[config.mk]
export PLATFORM = sky130hd
export DESIGN_NAME = video_timing_gen
export DESIGN_NICKNAME = d
export VERILOG_FILES = /design/src/rtl/video_timing_gen_pkg.sv /design/src/rtl/video_timing_gen_irq_latch.sv /design/src/rtl/video_timing_gen.sv
export SDC_FILE = /design/constraint.sdc
export NUM_CORES = 1
export LEC_CHECK = 0
export BUFFER_PORTS_ARGS = -buffer_cell sky130_fd_sc_hd__buf_2
export CAP_MARGIN = 0
export CORE_MARGIN = 3
export CORE_UTILIZATION = 40
export CTS_BUF_LIST = sky130_fd_sc_hd__clkbuf_4
export DETAILED_ROUTE_END_ITERATION = 7
export GPL_TIMING_DRIVEN = 0
export HOLD_SLACK_MARGIN = 0.12
export PLACE_DENSITY_LB_ADDON = 0.12
export SETUP_SLACK_MARGIN = 0.4
export SYNTH_ARGS = -nofsm -noshare
export SYNTH_HDL_FRONTEND = slang
export SYNTH_SLANG_ARGS = --single-unit
[constraint.sdc]
create_clock -name clk -period 2.5 [get_ports clk]
set_input_delay 0.5 -clock clk [delete_from_list [all_inputs] [get_ports clk]]
set_output_delay 0.5 -clock clk [all_outputs]
set_load 0.1 [all_outputs]
[src/rtl/video_timing_gen_pkg.sv]
// Shared defaults and types for the raster timing generator.
// Geometry defaults match the original fixed-geometry sync block.
package vtg_pkg;

    localparam int unsigned HW_DEF           = 9;
    localparam int unsigned VW_DEF           = 9;
    localparam int unsigned H_TOTAL_DEF      = 456;
    localparam int unsigned H_ACTIVE_DEF     = 336;
    localparam int unsigned H_SYNC_START_DEF = 360;
    localparam int unsigned H_SYNC_WIDTH_DEF = 32;
    localparam int unsigned V_TOTAL_DEF      = 262;
    localparam int unsigned V_ACTIVE_DEF     = 240;
    localparam int unsigned V_SYNC_START_DEF = 244;
    localparam int unsigned V_SYNC_WIDTH_DEF = 4;
    localparam int unsigned NTAPS_DEF        = 4;
    localparam int unsigned TAP_BIT_DEF      = 2;

    localparam int unsigned FRAME_W = 8;

    typedef logic [HW_DEF-1:0] hcount_t;
    typedef logic [VW_DEF-1:0] vcount_t;

endpackage

[src/rtl/video_timing_gen_irq_latch.sv]
// Active-low level interrupt latch: set forces low, ack (active low) releases,
// set wins when both occur on the same edge.
module irq_latch (
    input  logic clk,
    input  logic reset,
    input  logic set,
    input  logic ack_b,
    output logic irq_b
);

    always_ff @(posedge clk) begin
        if (reset)
            irq_b <= 1'b1;
        else if (set)
            irq_b <= 1'b0;
        else if (!ack_b)
            irq_b <= 1'b1;
    end

endmodule

[src/rtl/video_timing_gen.sv]
// Parametrised raster timing generator: counters, sync/blank, VBL interrupt,
// frame counter and hcount tap chain. Optional line interrupt: VTG_LINE_IRQ_EN.
module video_timing_gen
    import vtg_pkg::*;
#(
    parameter int unsigned HW           = HW_DEF,
    parameter int unsigned VW           = VW_DEF,
    parameter int unsigned H_TOTAL      = H_TOTAL_DEF,
    parameter int unsigned H_ACTIVE     = H_ACTIVE_DEF,
    parameter int unsigned H_SYNC_START = H_SYNC_START_DEF,
    parameter int unsigned H_SYNC_WIDTH = H_SYNC_WIDTH_DEF,
    parameter int unsigned V_TOTAL      = V_TOTAL_DEF,
    parameter int unsigned V_ACTIVE     = V_ACTIVE_DEF,
    parameter int unsigned V_SYNC_START = V_SYNC_START_DEF,
    parameter int unsigned V_SYNC_WIDTH = V_SYNC_WIDTH_DEF,
    parameter int unsigned NTAPS        = NTAPS_DEF,
    parameter int unsigned TAP_BIT      = TAP_BIT_DEF
) (
    input  logic               clk,
    input  logic               reset,
    input  logic               pix_en,
    output logic [HW-1:0]      hcount,
    output logic [VW-1:0]      vcount,
    output logic               HSYNC,
    output logic               VSYNC,
    output logic               HBLANK_b,
    output logic               VBLANK_b,
    output logic               VBKINT_b,
    input  logic               VBKACK_b,
    output logic [FRAME_W-1:0] frame_cnt,
    output logic [NTAPS-1:0]   taps,
    input  logic [VW-1:0]      line_cmp,
    output logic               LINEINT_b,
    input  logic               LINEACK_b
);

    generate
        if (H_ACTIVE >= H_TOTAL) begin : g_bad_hact
            $fatal(1, "video_timing_gen: H_ACTIVE must be below H_TOTAL");
        end
        if (H_SYNC_START + H_SYNC_WIDTH > H_TOTAL) begin : g_bad_hsync
            $fatal(1, "video_timing_gen: HSYNC extends past H_TOTAL");
        end
        if (V_ACTIVE >= V_TOTAL) begin : g_bad_vact
            $fatal(1, "video_timing_gen: V_ACTIVE must be below V_TOTAL");
        end
        if (V_SYNC_START + V_SYNC_WIDTH > V_TOTAL) begin : g_bad_vsync
            $fatal(1, "video_timing_gen: VSYNC extends past V_TOTAL");
        end
        if (longint'(H_TOTAL) > (64'd1 << HW)) begin : g_bad_hw
            $fatal(1, "video_timing_gen: H_TOTAL does not fit in HW bits");
        end
        if (longint'(V_TOTAL) > (64'd1 << VW)) begin : g_bad_vw
            $fatal(1, "video_timing_gen: V_TOTAL does not fit in VW bits");
        end
        if (TAP_BIT >= HW) begin : g_bad_tapbit
            $fatal(1, "video_timing_gen: TAP_BIT must be below HW");
        end
        if (NTAPS < 1) begin : g_bad_ntaps
            $fatal(1, "video_timing_gen: NTAPS must be at least 1");
        end
    endgenerate

    logic             h_wrap;
    logic             v_wrap;
    logic [HW-1:0]    h_nxt;
    logic [VW-1:0]    v_nxt;
    logic [31:0]      h_nxt32;
    logic [31:0]      v_nxt32;
    logic [NTAPS-1:0] taps_nxt;
    logic             vbk_set;

    always_comb begin
        h_wrap  = (hcount == HW'(H_TOTAL - 1));
        v_wrap  = (vcount == VW'(V_TOTAL - 1));
        h_nxt   = h_wrap ? '0 : hcount + HW'(1);
        v_nxt   = vcount;
        if (h_wrap)
            v_nxt = v_wrap ? '0 : vcount + VW'(1);
        h_nxt32 = 32'(h_nxt);
        v_nxt32 = 32'(v_nxt);
        // Taps shift only on the even-hcount steps, sampling hcount before it advances.
        taps_nxt = taps;
        if (!hcount[0]) begin
            taps_nxt[0] = hcount[TAP_BIT];
            for (int unsigned i = 1; i < NTAPS; i++)
                taps_nxt[i] = taps[i-1];
        end
    end

    always_ff @(posedge clk) begin
        if (reset) begin
            hcount    <= '0;
            vcount    <= '0;
            frame_cnt <= '0;
            HSYNC     <= 1'b0;
            VSYNC     <= 1'b0;
            HBLANK_b  <= 1'b1;
            VBLANK_b  <= 1'b1;
            taps      <= '0;
        end else if (pix_en) begin
            hcount   <= h_nxt;
            vcount   <= v_nxt;
            if (h_wrap && v_wrap)
                frame_cnt <= frame_cnt + FRAME_W'(1);
            // Decoded from the next counts so sync/blank line up with the counters.
            HBLANK_b <= (h_nxt32 < H_ACTIVE);
            VBLANK_b <= (v_nxt32 < V_ACTIVE);
            HSYNC    <= (h_nxt32 >= H_SYNC_START) && (h_nxt32 < H_SYNC_START + H_SYNC_WIDTH);
            VSYNC    <= (v_nxt32 >= V_SYNC_START) && (v_nxt32 < V_SYNC_START + V_SYNC_WIDTH);
            taps     <= taps_nxt;
        end
    end

    assign vbk_set = pix_en && h_wrap && (v_nxt == VW'(V_ACTIVE));

    irq_latch u_vbk_irq (
        .clk   (clk),
        .reset (reset),
        .set   (vbk_set),
        .ack_b (VBKACK_b),
        .irq_b (VBKINT_b)
    );

`ifdef VTG_LINE_IRQ_EN
    logic line_set;

    assign line_set = pix_en && h_wrap && (v_nxt == line_cmp);

    irq_latch u_line_irq (
        .clk   (clk),
        .reset (reset),
        .set   (line_set),
        .ack_b (LINEACK_b),
        .irq_b (LINEINT_b)
    );
`else
    logic unused_line;

    assign LINEINT_b   = 1'b1;
    assign unused_line = ^{line_cmp, LINEACK_b};
`endif

endmodule

* After elaboration in Yosys (flattened, before gate mapping)
Cells that the tools add are included.
** Storage, ports and cells
- Register bits after elaboration :: 35
- Input bits :: 14
** Cells by class
- Add/subtract/negate cells :: 3
- Order comparisons :: 6
- Eq/ne operators :: 4
- Multiplexer cells :: 5
- Bitwise logic cells :: 1
- Reduce and logical (&&, ||, !) cells :: 7
** Operator list (number)
- 9-bit two-way mux :: 3
- 9-bit by 1-bit adder with 9-bit output (second input constant) :: 2
- 9-bit equality test (second input constant) :: 2
- 9-bit by 8-bit < comparator with 1-bit output (second input constant) :: 2
- 9-bit < comparator (second input constant) :: 2
- 9-bit by 8-bit equality test with 1-bit output (second input constant) :: 1
- 9-bit by 8-bit greater-or-equal comparator with 1-bit output (second input constant) :: 1
- 9-bit greater-or-equal comparator (second input constant) :: 1
- 8-bit by 1-bit adder with 8-bit output (second input constant) :: 1
- 1-bit logical AND :: 5
- 2-bit AND reduction :: 2
- 1-bit two-way mux :: 2
- 2-bit by 1-bit inequality test with 1-bit output (second input constant) :: 1
- 1-bit inverter :: 1

* Longest topological paths before layout
- Word-level depth :: 6
- Mapped depth :: 8

* Hierarchy
From an unflattened synthesis, not the netlist that was laid out.
** Second synthesis, totals
- Cells, all modules :: 221
- Area, all modules :: 1861.8 um^2
** By module, submodules not included
- video_timing_gen :: times used 1, cells an instance 218, area each 1828.0 um^2, seq. area each 680.7 um^2
- irq_latch :: times used 1, cells an instance 3, area each 33.8 um^2, seq. area each 20.0 um^2

* Least setup slack after synthesis
No wires, ideal clock.
- Path type :: register -> register
- Start :: reg vcount[0]
- End :: reg VBLANK_b
- Library setup time :: 122 ps
- Arrival time :: 2645 ps
- Slack :: -267 ps
- Cell stages (with the launch flop) :: 7
- Period minus slack after synthesis :: 2767 ps
- Cells stage by stage :: dfxtp_1 -> ha_1 -> nand3_1 -> or4_1 -> o21ai_0 -> a21oi_1 -> a221o_1
** Between the ends
- Cells in the longest elaborated chain, start to end :: 4
** RTL lines
- start, declared :: RTL line video_timing_gen.sv:23 : output logic [VW-1:0] vcount,
- start signal, assigned :: RTL line video_timing_gen.sv:103 : vcount <= v_nxt;
- 9-bit by 1-bit adder with 9-bit output / 9-bit equality test (equally long branches) :: RTL line video_timing_gen.sv:79, video_timing_gen.sv:75
- 9-bit two-way mux :: RTL line video_timing_gen.sv:79 : v_nxt = v_wrap ? '0 : vcount + VW'(1);
- 9-bit two-way mux (*) :: RTL line video_timing_gen.sv:78 : if (h_wrap)
- 9-bit by 8-bit < comparator with 1-bit output (*) :: RTL line video_timing_gen.sv:108 : VBLANK_b <= (v_nxt32 < V_ACTIVE);
- end signal, assigned :: RTL line video_timing_gen.sv:108
- end, declared :: RTL line video_timing_gen.sv:27 : output logic VBLANK_b,
Every way passes the cells marked *; elsewhere a longest branch is shown, timed or not.
A chain may end at the register's enable or synchronous reset.

* Final worst setup path
- Start :: reg hcount[0]
- End :: reg VBLANK_b
** Between the ends
- Cells in the longest elaborated chain, start to end :: 3
** RTL lines
- start, declared :: RTL line video_timing_gen.sv:22 : output logic [HW-1:0] hcount,
- start signal, assigned :: RTL line video_timing_gen.sv:102 : hcount <= h_nxt;
- 9-bit equality test :: RTL line video_timing_gen.sv:74 : h_wrap = (hcount == HW'(H_TOTAL - 1));
- 9-bit two-way mux :: RTL line video_timing_gen.sv:78
- 9-bit by 8-bit < comparator with 1-bit output :: RTL line video_timing_gen.sv:108
Every way passes these cells.

==> results by group <==
Route
  • DRT Pass-1 Iters: 4
  • Number of remaining DRC errors: 0
  • Vias: 1909
  • Post-Route WL: 4885 um
  • WL per Instance: 13.80 um
  • Antenna-violating nets left: 0
  • Starting DRT DRC Count: 76
  • Via-to-Cell Ratio: 5.393

Global route
  • GRT Residual Overflow: 0
  • Largest net degree at the start of global routing: 12
  • GRT Max-Usage Layer: met2
  • Met3 Resource Use GR: 4.374%
  • Global routing met2 resource utilization: 27.86%
  • Number of global-route vias before repair: 1794
  • Overall global routing resource usage: 17.60%
  • Initial antenna violation count: 0
  • First-pass GRT wire length: 8618 um
  • Met1 track demand over resource: 23.49%

Timing
  • Slew Limit Fails: 0
  • Final setup violation count: 0
  • Final hold violation count: 0
  • Worst clock skew: 13.58 ps
  • Setup_tns: 0 ps
  • Hold_ws: 502.5 ps
  • Final worst slack: 503.4 ps
  • Worst-Margin Slew: 646.1 ps
  • Part of the cycle the worst path needs: 79.86%
  • Max Freq: 500.9 MHz
  • Min cycle time layout: 1997 ps
  • Slew HR: 56.38%
  • RSZ-0062 raised after global routing: yes

Worst setup path
  • Critical Path AT: 2220 ps
  • Most Frequent Cell on Critical Path: nand3_1
  • Crit-path cells: ha_4 -> and4_1 -> nand3_1 -> o22ai_1 -> nand3_1 -> a221o_1
  • CP max FO: 8
  • CP endpoint kind: register
  • R2R cell count: 6
  • CP startpoint: hcount[0]
  • Reg2reg setup slack: 500 ps
  • Reg2Reg Capture Point: VBLANK_b
  • Worst Path Buf+Inv: 0
  • CP Depth: 6
  • Reg-to-Reg Start: hcount[0]
  • Crit path kind: reg2reg
  • CP Launch Type: register
  • Crit path max-delay family: compound AO/OA/AOI/OAI gates
  • Critical Path RT: 2730 ps
  • Cell with the largest stage delay on the worst path: dfxtp_4
  • CP peak stage delay: 410 ps
  • Critical Path End: VBLANK_b

Logic synthesis
  • Post-Syn Nets: 261
  • Synthesized netlist cell count: 242
  • Synth Area in Compound Gates: 17.71%
  • Main flop type after synthesis: dfxtp_1
  • Mapped Avg Cell Area: 8.174 sq um
  • Mux cell area share after synthesis: 4.048%
  • EDFF count, synth: 0
  • Synth warnings: 0
  • Post-Syn Area: 1978 sq um
  • Xor/xnor share of the synthesized area: 4.428%
  • Async S/R FF share, synth: 0%
  • Largest family of logic cells by synthesized area: simple AND/OR/NAND/NOR gates
  • Netlist cell types: 52
  • Post-Synth Simple-Gate Area: 29.85%
  • Adder-cell share of the synthesized area: 3.163%
  • Yosys reg bits: 35
  • Seq/Total Area, Yosys: 35.42%

Placed design
  • Pre-CTS setup slack: 298.7 ps
  • Gpl congestion: 0.8319
  • Placed cells: 344
  • Cell Area, Placed: 2315 sq um
  • Port-buffer cells: 37
  • Hpwl dp: 3543 um

Min path
  • Hold Path Stages: 2
  • Hold Path Class: reg2reg

Layout
  • Synth-to-Final Area Change: 22.52%
  • Most frequent cells in the layout: buf_2, nor2_1, nand2_1, a21oi_1, dfxtp_1
  • Most common cell after layout, fill and taps aside: buf_2
  • Layout cell share with drive strength beyond 1: 31.83%
  • N_diodes: 0
  • Filler cells: 484
  • Finished Layout Cells: 354
  • Final nets: 307
  • Finished Cell Area: 2424 sq um
  • Final core utilization: 53.10%

Clocking
  • CTS HTree Levels: 2
  • CTS Buf Count: 5
  • Hold Buf Count CTS: 0
  • Bufs on Longest Clock Path: 2
  • Worst-skew pair later-pin latency: 340 ps
  • Clk sinks: 35
  • CTS tree: yes
  • Root buffer cell: clkbuf_4
  • Clock transition at path regs: 120 ps

Floorplanning
  • I/O pins: 50
  • Die X: 76.33 um
  • # rows: 24
  • Initial Utilization: 43.34%
  • Die extent in y: 76.33 um
  • Core box area: 4564 sq um
  • Die ar.: 5826 sq um

Power
  • Worst IR Drop VDD: 262.6 uV
  • Leakage: 0.9839 nW
  • Power per Cell Area: 405.6 nW/um^2
  • Pwr Total: 983.0 uW

Job
  • # Max-Cap Violations: 0

Status
  • Status: finished, final reports clean
-- power by group --
| part | internal (mW) | leakage (nW) | switching [mW] |
|---|---|---|---|
| sequential | 0.555 | 0.295 | 0.00901 |
| combinational | 0.0213 | 0.658 | 0.0811 |
| clock | 0.119 | 0.0317 | 0.197 |
| total | 0.696 | 0.984 | 0.287 |
-- registers in the layout, summed over array words and instances (netlist names) --
name	cells
HSYNC	1
u_vbk_irq.irq_b	1
VBLANK_b	1
VSYNC	1
vcount	9
taps	4
frame_cnt	8
HBLANK_b	1
hcount	9
-- layer usage --
metal | vias up | share of wire, % | wire length (um)
li1 | 969 | - | -
met1 | 884 | 48 | 2322
met2 | 54 | 46 | 2268
met3 | 2 | 5.4 | 264
met4 | 0 | 0.59 | 29
met5 | - | 0 | 0
-- worst min path at each step --
stage,startpoint,endpoint,slack (ps)
floorplan,vcount[8],vcount[8],640
global placement,taps[3],taps[3],480
detailed placement,taps[3],taps[3],480
CTS,VBKACK_b,u_vbk_irq.irq_b,490
global route,HSYNC,HSYNC,540
finish,HSYNC,HSYNC,500
-- worst register-to-register path, stage by stage, from the launching register on --
cell	delay [ps]
dfxtp_4	410
ha_4	190
and4_1	220
nand3_1	290
o22ai_1	320
nand3_1	130
a221o_1	330
-- Yosys cell counts, types with 2 or more instances --
library cell,count,area [sq um]
inv_1,6,22.52
a31o_2,3,26.28
nor4_4,2,42.54
o22ai_1,2,12.51
nor3b_1,2,15.01
a31oi_1,4,25.02
nor3_1,12,60.06
o21ai_1,4,20.02
o21a_1,2,15.01
a211oi_1,2,15.01
or3_1,2,12.51
xnor2_1,7,61.31
dfxtp_1,35,700.7
and3_1,8,50.05
o21ai_0,5,25.02
nand4_1,8,50.05
nor3_2,2,20.02
a21oi_1,18,90.09
a21o_1,3,22.52
xor2_1,3,26.28
ha_1,5,62.56
nor2_1,30,112.6
clkbuf_1,12,45.04
nand2_1,20,75.07
mux2i_1,8,80.08
buf_6,2,22.52
nand3_1,10,50.05
-- repair_timing --
item,4_1_cts,5_1_grt
pin swaps,0,2
hold endpoints to repair,0,0
buffers inserted,0,2
cloned,0,0
setup endpoints to repair,1,10
resized for setup,4,10
-- logic make-up after synthesis --
group,after synthesis
AOI/OAI and AO/OA,54
xor gates and xnor gates,10
adders and majority gates,5
buffers and inverters,22
DFF,35
muxes,8
other,1
and+or+nand+nor,107
-- layout make-up --
| type | count | area (sq um) | area share [%] |
|---|---|---|---|
| flip-flops and latches | 35 | 748.2 | 30.87 |
| clock buffers | 6 | 45.04 | 1.859 |
| repair buffers | 39 | 200.2 | 8.260 |
| well taps | 65 | 81.33 | 3.356 |
| multi-input cells | 185 | 1229 | 50.70 |
| plain buffers | 16 | 85.08 | 3.511 |
| clock inverters | 2 | 12.51 | 0.5163 |
| inverters | 6 | 22.52 | 0.9293 |
No activity file was read; power rests on OpenSTA's default activity.
